===== config.mk =====
export PLATFORM = sky130hd
export DESIGN_NAME = sgpr_restore_ctrl
export DESIGN_NICKNAME = d
export VERILOG_FILES = /design/src/rtl/sgpr_restore_ctrl.sv
export SDC_FILE = /design/constraint.sdc
export NUM_CORES = 1
export LEC_CHECK = 0
export ABC_AREA = 1
export CORE_UTILIZATION = 27
export CTS_CLUSTER_DIAMETER = 80
export DETAILED_ROUTE_END_ITERATION = 8
export GPL_ROUTABILITY_DRIVEN = 0
export PLACE_DENSITY_LB_ADDON = 0.25
export SLEW_MARGIN = 20
export SYNTH_ARGS = -nofsm -noshare
export SYNTH_HDL_FRONTEND = slang
export SYNTH_SLANG_ARGS = --single-unit

===== constraint.sdc =====
create_clock -name clk -period 1.35 [get_ports clk]
set_input_delay 0.27 -clock clk [delete_from_list [all_inputs] [get_ports clk]]
set_output_delay 0.27 -clock clk [all_outputs]
set_load 0.005 [all_outputs]

===== src/rtl/sgpr_restore_ctrl.sv =====
// rtl/sgpr_restore_ctrl.sv - halts both cores and copies the shared GPR into both private register files
// Optional restore counter output restore_cnt_o enabled by macro SGPR_RESTORE_CNT_EN.
module sgpr_restore_ctrl #(
    parameter int NUM_REGS = 32,
    parameter int DATA_W   = 32,
    parameter bit SKIP_R0  = 1'b1,
    localparam int AW      = $clog2(NUM_REGS)
) (
    input  logic              clk,
    input  logic              rst_n,
    input  logic              mismatch_i,
    input  logic              start_i,
    output logic              halt_o,
    input  logic              halt_ack_i,
    output logic [AW-1:0]     raddr_o,
    input  logic [DATA_W-1:0] rdata_i,
    output logic              we_o,
    output logic [AW-1:0]     waddr_o,
    output logic [DATA_W-1:0] wdata_o,
    output logic              busy_o,
    output logic              done_o
`ifdef SGPR_RESTORE_CNT_EN
    ,
    output logic [7:0]        restore_cnt_o
`endif
);

    typedef enum logic [1:0] {S_IDLE, S_HALT, S_COPY, S_DONE} state_t;

    localparam logic [AW-1:0] FIRST = SKIP_R0 ? AW'(1) : AW'(0);
    localparam logic [AW-1:0] LAST  = AW'(NUM_REGS - 1);

    state_t        state_q, state_d;
    logic [AW-1:0] addr_q, addr_d;
    logic          pending_q, pending_d;
    logic          trig;

    assign trig = mismatch_i | start_i;

    always_comb begin
        state_d   = state_q;
        addr_d    = addr_q;
        pending_d = pending_q;
        case (state_q)
            S_IDLE: begin
                // a trigger that landed in DONE on its way out is replayed from here
                if (trig || pending_q) begin
                    state_d   = S_HALT;
                    pending_d = 1'b0;
                end
            end
            S_HALT: begin
                if (trig) pending_d = 1'b1;
                if (halt_ack_i) begin
                    state_d = S_COPY;
                    addr_d  = FIRST;
                end
            end
            S_COPY: begin
                if (trig) pending_d = 1'b1;
                if (addr_q == LAST) state_d = S_DONE;
                else                addr_d  = addr_q + AW'(1);
            end
            S_DONE: begin
                // the restore starting now covers any trigger arriving this cycle
                if (pending_q) begin
                    state_d   = S_HALT;
                    pending_d = 1'b0;
                end else begin
                    state_d = S_IDLE;
                    if (trig) pending_d = 1'b1;
                end
            end
            default: state_d = S_IDLE;
        endcase
    end

    always_ff @(posedge clk or negedge rst_n) begin
        if (!rst_n) begin
            state_q   <= S_IDLE;
            addr_q    <= '0;
            pending_q <= 1'b0;
        end else begin
            state_q   <= state_d;
            addr_q    <= addr_d;
            pending_q <= pending_d;
        end
    end

    // outputs decode the state flop directly so reset removes them without waiting for a clock
    assign busy_o  = (state_q != S_IDLE);
    assign halt_o  = busy_o;
    assign we_o    = (state_q == S_COPY);
    assign done_o  = (state_q == S_DONE);
    assign raddr_o = busy_o ? addr_q : '0;
    assign waddr_o = busy_o ? addr_q : '0;
    assign wdata_o = we_o ? rdata_i : '0;

`ifdef SGPR_RESTORE_CNT_EN
    logic [7:0] cnt_q, cnt_d;

    always_comb begin
        cnt_d = cnt_q;
        if (state_q == S_DONE && cnt_q != 8'hFF) cnt_d = cnt_q + 8'd1;
    end

    always_ff @(posedge clk or negedge rst_n) begin
        if (!rst_n) cnt_q <= 8'd0;
        else        cnt_q <= cnt_d;
    end

    assign restore_cnt_o = cnt_q;
`endif

endmodule

==> metrics.txt, run 1 <==
run status=finished, violations left; failing checks=setup timing; die width=58.4 µm; hpwl dp=2250 µm; Worst-Margin Slew=0.377 ns; initial antenna violation count=0; fin crit share=122%; largest net degree at the start of global routing=10; clock root cell=clkbuf_4; Slew Viols, Final=0; Core ar.=0.00303 mm²; diode count=0; sequential fraction of the synthesis area=23.3%; Port Buffers=82; DRC viols=0; post-route minimum period=1.64 ns; Cell Rows=20; Mapped Area=860 µm²; ys flop type=dfrtp_1; r2r startpoint=addr_q[0]; first-pass GRT wire length=5180 µm; Post-Syn Instances=145; die area=0.00341 mm²; WP data arrival=1.37 ns; Post-Place Setup Slack=-0.406 ns; Switching Fraction=43.2%; Synth area leaders=dfrtp_1, inv_1, nand2_1; Critical Path Fanout Max=9; Post-synth EDFFs=0; crit end category=output port; achievable frequency=0.608 GHz; cell taking the most area after synthesis=dfrtp_1; I/O pins=83; fillcell total=243; vias per cell=4.22; Total GRT Usage=19.8%; Detail Route Antenna Nets=0; most common cell in the synthesized netlist=inv_1; Placed Instances=275; H-tree depth=1; Syn Nets=188; CTS tree=yes; CP Data Required Time=1.08 ns; DR WL/cell=12.3 µm; clock tree sinks=8; Synth Area per Inst=5.93 µm²; RSZ-0062 raised after global routing=yes; crit path kind=reg2out; NetSw=1.86 mW; Async SR Flop Fraction=100%; final wirelength=3620 µm; max-cap violations=0; PwrDens=1950 mW/mm²; grt total ovfl=0; Final Hold Fails=0; Reg2Reg Depth=11; Unique masters post-synth=19; clk buf depth=2; final setup margin=-0.294 ns; total via count in the routed design=1245; worst reg2reg setup slack=-0.09 ns; Max transition margin=74.8%; CP startpoint kind=register; Initial Utilization=28.4%; total power=4.30 mW; Yosys reg bits=8; ratio of cells with drive above 1 in the final layout=63.3%; vias in the first global route=1173; Layout Skew=0.00134 ns; Synth top cells by count=inv_1, nand2_1, nor2_1, dfrtp_1, nand3_1; area grow syn2layout=157%; setup violators final=52; later-pin clock latency in the skew report=0.26 ns; reg2reg end=addr_q[2]; Die H=58.4 µm; Layout Nets=296; Gate power share=85.6%; drt pass-1 iters=4; Detailed Route Iter0 Violations=25; synth warn=0; Worst-path clk slew=0.06 ns; fin cells=295; Clock Power Share=4.4%; Flop pwr share=9.9%; Max VDD drop=1280 µV; Pint=2.44 mW; LEAKAGE=1.31 nW; Hold WC Path Type=in2async; top cell type's share of synthesized area=23.3%; CTS Buf Count=3
-- worst max path at each step --
stage | from | end | slack [ns]
after floorplan | state_q[0] | wdata_o[10] | -0.03
after global placement | state_q[0] | wdata_o[12] | -0.38
after detailed placement | state_q[0] | wdata_o[20] | -0.41
after CTS | state_q[1] | wdata_o[9] | -0.27
after global routing | state_q[0] | wdata_o[15] | -0.38
final | state_q[1] | wdata_o[15] | -0.29
-- metal layers --
layer  vias to the layer above  wire [µm]  global-route usage (%)
met5                         -          0                       0
met4                         0         43                    6.12
met3                         4        205                    3.08
met2                        39       2140                    40.6
met1                       579       1240                    20.1
li1                        623          -                       -
-- flip-flops by register name, indices dropped and copies added, names as in the netlist --
signal and count:
addr_q 5, pending_q 1, state_q 2
-- kinds of logic after synthesis --
kind of cell	share of synthesized area (%)
xor gates and xnor gates	1.02
DFF	23.3
and+or+nand+nor	33.0
AOI/OAI and AO/OA	5.09
buffers and inverters	28.8
adders and majority gates	8.73
-- area by class of cell --
| cell class | count | area [µm²] | area share [%] |
|---|---|---|---|
| sequential | 8 | 201 | 9.13 |
| timing repair buffer | 113 | 1060 | 47.9 |
| clock buffer | 3 | 22.5 | 1.02 |
| tap | 44 | 55.1 | 2.50 |
| multi-input combinational | 80 | 688 | 31.2 |
| inverter | 47 | 181 | 8.22 |
-- critical path, stage by stage, from the launching register on --
cell     delay, ns
dfrtp_2       0.44
ha_4          0.18
buf_6         0.13
buf_12        0.13
nand2_1       0.06
inv_1         0.05
buf_2         0.12
-- layout by cell type (no fill, tap or decap), drive strengths merged --
| cell | synthesis | final |
|---|---|---|
| a211oi | 1 | 1 |
| a21oi | 1 | 1 |
| buf | 10 | 76 |
| clkbuf | 0 | 4 |
| clkdlybuf4s50 | 0 | 36 |
| dfrtp | 8 | 8 |
| ha | 6 | 6 |
| inv | 47 | 47 |
| nand2 | 47 | 47 |
| nand3 | 7 | 7 |
| nand4 | 3 | 3 |
| nor2 | 9 | 9 |
| o21ai | 3 | 3 |
| o22ai | 2 | 2 |
| xnor2 | 1 | 1 |
-- power by group through the flow --
| stage | Sequential, mW | Clock [mW] | Combinational [mW] |
|---|---|---|---|
| 2_1_floorplan | 0.433 | 0 | 1.16 |
| 3_3_place_gp | 0.422 | 0 | 2.41 |
| 3_5_place_dp | 0.426 | 0 | 2.43 |
| 4_1_cts | 0.421 | 0.200 | 3.04 |
| 5_1_grt | 0.436 | 0.209 | 3.98 |
| 6_report | 0.427 | 0.191 | 3.69 |
-- what timing repair did --
action	in CTS	in global routing
endpoints found under the setup margin	54	54
hold buffers	0	0
pin swaps	7	7
cloned	3	0
gates resized for setup	222	83
setup buffers	12	6
-- stage by stage --
| stage | TNS (ns) | hold slack, ns | instance area (µm²) | util (%) |
|---|---|---|---|---|
| after floorplan | -1.04 | -0.0256 | 865 | - |
| after global placement | -16.39 | 0.525 | 1790 | 59.0 |
| after detailed placement | -17.42 | 0.556 | 1790 | 59.0 |
| after CTS | -11.48 | 0.299 | 1930 | 63.6 |
| after global routing | -14.68 | 0.327 | 2210 | 72.9 |
| final | -11.50 | 0.294 | 2210 | 72.9 |
No activity file was read; power rests on OpenSTA's default activity.
==> run 2, diff against run 1 <==
clock period = 1.4 ns   (was 1.35 ns; I/O delays follow)
==> metrics.txt, run 2 (same netlist as run 1, synthesis figures left out) <==
Detail Route Antenna Nets=0 (unchanged); drt pass-1 iters=4 (unchanged); later-pin clock latency in the skew report=0.25 ns (was 0.26 ns); Flop pwr share=10.4% (was 9.9%); WHS=0.298 ns (was 0.294 ns); Initial Utilization=28.4% (unchanged); Max VDD drop=1160 µV (was 1280 µV); area grow syn2layout=159% (was 157%); Pint=2.42 mW (was 2.44 mW); WP data arrival=1.43 ns (was 1.37 ns); Layout Nets=293 (was 296); Die H=58.4 µm (unchanged); area post-placement=0.00176 mm² (was 0.00179 mm²); DRC viols=0 (unchanged); Cell Rows=20 (unchanged); Final Hold Fails=0 (unchanged); setup violators final=53 (was 52); vias per cell=4.37 (was 4.22); clock tree sinks=8 (unchanged); Worst-path clk slew=0.05 ns (was 0.06 ns); Hold WC Path Type=in2async (unchanged); final non-filler cell area=0.00222 mm² (was 0.00221 mm²); initial antenna violation count=0 (unchanged); fin crit share=122%; clock root cell=clkbuf_4 (unchanged); Gate power share=85.7% (was 85.6%); RSZ-0062 raised after global routing=yes (unchanged); CP startpoint kind=register (unchanged); achievable frequency=0.585 GHz; Switching Fraction=43.3% (was 43.2%); die area=0.00341 mm² (unchanged); first-pass GRT wire length=4780 µm (was 5180 µm); crit path kind=reg2out (unchanged); CTS tree=yes (unchanged); total power=4.26 mW (was 4.30 mW); failing checks=setup timing (unchanged); die width=58.4 µm (unchanged); final setup margin=-0.310 ns (was -0.294 ns); max-cap violations=0 (unchanged); NetSw=1.84 mW (was 1.86 mW); ratio of cells with drive above 1 in the final layout=63.3% (about the same); H-tree depth=1 (unchanged); LEAKAGE=1.30 nW (was 1.31 nW); largest net degree at the start of global routing=9 (was 10); CP Data Required Time=1.12 ns (was 1.08 ns); I/O pins=83 (unchanged); flip-flop count of the largest register after layout=5 (unchanged); Slew Viols, Final=0 (unchanged); DR WL/cell=12.8 µm (was 12.3 µm); Total GRT Usage=18.7% (was 19.8%); Largest regs=addr_q (5), state_q (2), pending_q (1) (unchanged); diode count=0 (unchanged); most common cell after layout, fill and taps aside=clkdlybuf4s50_1 (unchanged); Reg2Reg Depth=12 (was 11); clk buf depth=2 (unchanged); Clock Power Share=3.9% (was 4.4%); fillcell total=212 (was 243); final wirelength=3740 µm (was 3620 µm); post-route minimum period=1.71 ns; commonest non-fill, non-tap cells in the layout=clkdlybuf4s50_1, inv_1, buf_6 (was clkdlybuf4s50_1, buf_6, inv_2); Max transition margin=77.5% (was 74.8%); Biggest register=addr_q (unchanged); Core ar.=0.00303 mm² (unchanged); crit end category=output port (unchanged); Detailed Route Iter0 Violations=39 (was 25); run status=finished, violations left (unchanged); setup TNS=-10.33 ns (was -11.50 ns); Port Buffers=82 (unchanged); CTS Buf Count=3 (unchanged); Worst-Margin Slew=0.337 ns (was 0.377 ns); Critical Path Fanout Max=5 (was 9); Layout Skew=0.00410 ns (was 0.00134 ns); PwrDens=1920 mW/mm² (was 1950 mW/mm²); total via count in the routed design=1275 (was 1245); grt total ovfl=0 (unchanged); hpwl dp=2210 µm (was 2250 µm); vias in the first global route=1037 (was 1173)
[run 2: layer usage]
metal / vias to the layer above / wire, µm / GRT usage, %
li1: 617 / - / -
met1: 603 / 1260 / 19.3
met2: 49 / 2160 / 37.4
met3: 6 / 260 / 3.52
met4: 0 / 59 / 6.12
met5: - / 0 / 0
[run 2: what timing repair did]
item	4_1_cts	5_1_grt
resized for setup	209	98
cloned	5	0
endpoints found under the setup margin	53	54
pin swaps	3	8
hold buffers	0	0
buffers inserted	8	7
endpoints found under the hold margin	0	0
[run 2: power groups by stage]
stage	Clock, mW	Sequential [mW]	Combinational, mW
2_1_floorplan	0	0.418	1.11
3_3_place_gp	0	0.413	2.26
3_5_place_dp	0	0.414	2.27
4_1_cts	0.175	0.420	2.97
5_1_grt	0.196	0.450	3.91
6_report	0.166	0.443	3.65
[run 2: critical path: stages (launching register included)]
cell and delay, ns:
dfrtp_2 0.43, ha_4 0.17, buf_6 0.12, buf_6 0.12, buf_12 0.13, nand2_2 0.04, inv_1 0.03, buf_2 0.12
[run 2: stage by stage]
step / instances / util, % / worst slack, ns
2_1_floorplan: 145 / - / 0.00339
3_3_place_gp: 272 / 58.2 / -0.341
3_5_place_dp: 272 / 58.2 / -0.352
4_1_cts: 288 / 64.8 / -0.326
5_1_grt: 292 / 73.4 / -0.383
6_report: 292 / 73.4 / -0.310
[run 2: path summary, 6_finish.rpt]
path	from	to	slack [ns]
max in group asynchronous	rst_n	addr_q[0]	0.83
min in group clk	addr_q[0]	addr_q[0]	0.55
max reg2reg	state_q[0]	addr_q[2]	-0.16
min reg2reg	addr_q[0]	addr_q[0]	0.55
min	rst_n	state_q[0]	0.30
max	state_q[1]	wdata_o[13]	-0.31
[run 2: final cells by class]
cell class,count,area (µm²),share of cell area [%]
Clock buffer,3,22.5,1.01
Inverter,47,189,8.50
Multi-Input combinational cell,80,711,32.0
Sequential cell,8,203,9.12
Tap cell,44,55.1,2.48
Timing Repair Buffer,110,1040,46.9
==> run 3, diff against run 2 <==
CELL_PAD_IN_SITES_DETAIL_PLACEMENT = 0   (was default)
CELL_PAD_IN_SITES_GLOBAL_PLACEMENT = 1   (was default)
CORE_UTILIZATION = 16   (was 27)
REMOVE_ABC_BUFFERS = 1   (was default)
SETUP_SLACK_MARGIN = 0.4   (was default)
==> metrics.txt, run 3 (same netlist as run 1, synthesis figures left out) <==
run status=finished, violations left (unchanged); failing checks=setup timing (unchanged); PwrDens=1940 mW/mm² (was 1920 mW/mm²); max-cap violations=0 (unchanged); DR WL/cell=11.2 µm (was 12.8 µm); initial antenna violation count=0 (unchanged); CTS Buf Count=3 (unchanged); Port Buffers=82 (unchanged); Cell Rows=26 (was 20); Detail Route Antenna Nets=0 (unchanged); Post-Place Setup Slack=-0.420 ns (was -0.352 ns); drt pass-1 iters=4 (unchanged); Hold WC Path Type=in2async (unchanged); achievable frequency=0.559 GHz (was 0.585 GHz); crit path kind=reg2out (unchanged); Largest regs=addr_q (5), state_q (2), pending_q (1) (unchanged); fin crit share=128% (was 122%); total via count in the routed design=1256 (was 1275); Layout Nets=303 (was 293); Worst-Margin Slew=0.424 ns (was 0.337 ns); CP cell instances=inv_2 > ha_4 > buf_6 > buf_16 > buf_8 > buf_6 > nand2_2 > inv_1 > buf_2 (was ha_4 > buf_6 > buf_6 > buf_12 > nand2_2 > inv_1 > buf_2); Total GRT Usage=12.0% (was 18.7%); H-tree depth=1 (unchanged); hold buffer count at CTS=0 (unchanged); post-layout util=41.4% (was 73.4%); setup TNS=-12.10 ns (was -10.33 ns); WP data arrival=1.51 ns (was 1.43 ns); fillcell total=556 (was 212); Worst-path clk slew=0.04 ns (was 0.05 ns); most common cell after layout, fill and taps aside=inv_1 (was clkdlybuf4s50_1); post-route minimum period=1.79 ns (was 1.71 ns); Final Hold Fails=0 (unchanged); LEAKAGE=1.26 nW (was 1.30 nW); Max transition margin=71.6% (was 77.5%); CTS tree=yes (unchanged); Die H=75.3 µm (was 58.4 µm); CP most frequent cell=buf_6 (unchanged); DRC viols=0 (unchanged); area grow syn2layout=148% (was 159%); crit end category=output port (unchanged); worst stage delay on the critical path=0.36 ns (was 0.43 ns); vias per cell=3.83 (was 4.37); Critical Path Fanout Max=7 (was 5); Crit. Startpoint=state_q[0] (was state_q[1]); clock root cell=clkbuf_8 (was clkbuf_4); RSZ-0062 raised after global routing=yes (unchanged); commonest non-fill, non-tap cells in the layout=inv_1, clkdlybuf4s50_1, nand2_1 (was clkdlybuf4s50_1, inv_1, buf_6); largest net degree at the start of global routing=10 (was 9); Max VDD drop=1060 µV (was 1160 µV); die width=75.3 µm (was 58.4 µm); Slew Viols, Final=0 (unchanged); flip-flop count of the largest register after layout=5 (unchanged); Layout Skew=0.00168 ns (was 0.00410 ns); I/O pins=83 (unchanged); r2r startpoint=state_q[0] (unchanged); ratio of cells with drive above 1 in the final layout=48.1% (was 63.3%); clock tree sinks=8 (unchanged); final setup margin=-0.387 ns (was -0.310 ns); hpwl dp=2270 µm (was 2210 µm); setup violators final=53 (unchanged); vias in the first global route=1109 (was 1037); clk buf depth=2 (unchanged); Placed Instances=301 (was 272); diode count=0 (unchanged); CP startpoint kind=register (unchanged); CP Data Required Time=1.12 ns (about the same); WHS=0.350 ns (was 0.298 ns); later-pin clock latency in the skew report=0.24 ns (was 0.25 ns); Initial Utilization=16.7% (was 28.4%); slowest stage cell, crit path=dfrtp_1 (was dfrtp_2); fin cells=328 (was 292); Core ar.=0.00514 mm² (was 0.00303 mm²); final wirelength=3680 µm (was 3740 µm); Biggest register=addr_q (unchanged); grt total ovfl=0 (unchanged); first-pass GRT wire length=5000 µm (was 4780 µm); Detailed Route Iter0 Violations=15 (was 39); die area=0.00567 mm² (was 0.00341 mm²)
-- run 3: layout make-up --
cell class / count / area (µm²) / share of cell area [%]
timing repair buffer: 120 / 1050 / 49.6
multi-input combinational: 80 / 562 / 26.4
sequential: 8 / 201 / 9.47
inverter: 47 / 181 / 8.52
tap: 70 / 87.6 / 4.12
clock buffer: 3 / 41.3 / 1.94
-- run 3: repair_timing --
item / 4_1_cts / 5_1_grt
pin swaps: 10 / 7
hold endpoints to repair: 0 / 0
endpoints found under the setup margin: 54 / 54
buffers inserted: 17 / 4
resized for setup: 194 / 28
gates cloned: 3 / 0
-- run 3: path summary, 6_finish.rpt --
path | endpoint | slack [ns] | cells past startpoint
worst min register to register | addr_q[3] | 0.55 | 2
min in group clk | addr_q[3] | 0.55 | 2
worst max register to register | addr_q[4] | -0.29 | 13
worst max-delay path | wdata_o[6] | -0.39 | 9
max in group asynchronous | state_q[1] | 0.73 | 1
worst min-delay path | addr_q[1] | 0.35 | 1
-- run 3: through the flow --
stage / area [µm²] / total power, mW
floorplan: 788 / 1.38
global placement: 1810 / 2.79
detailed placement: 1810 / 2.78
CTS: 2080 / 3.90
global route: 2130 / 4.50
finish: 2130 / 4.13
-- run 3: critical path, delay by kind of cell (launching register included) --
kind / cells / cell delay [ns]
fa+ha+maj: 1 / 0.17
simple gates: 1 / 0.04
buf+inv: 7 / 0.69
flops: 1 / 0.36
-- run 3: layer usage --
metal,share of wire [%],wire length [µm],vias to the layer above,global-route usage (%)
li1,-,-,636,-
met1,38,1390,540,13.5
met2,46,1710,75,21.5
met3,14,527,5,3.04
met4,1.4,53,0,4.94
met5,0,0,-,0
-- run 3: power breakdown --
group	total (mW)	switching, mW	internal, mW
logic	3.43	1.50	1.93
clock network	0.289	0.102	0.187
registers	0.409	0.0718	0.337
total	4.13	1.68	2.45
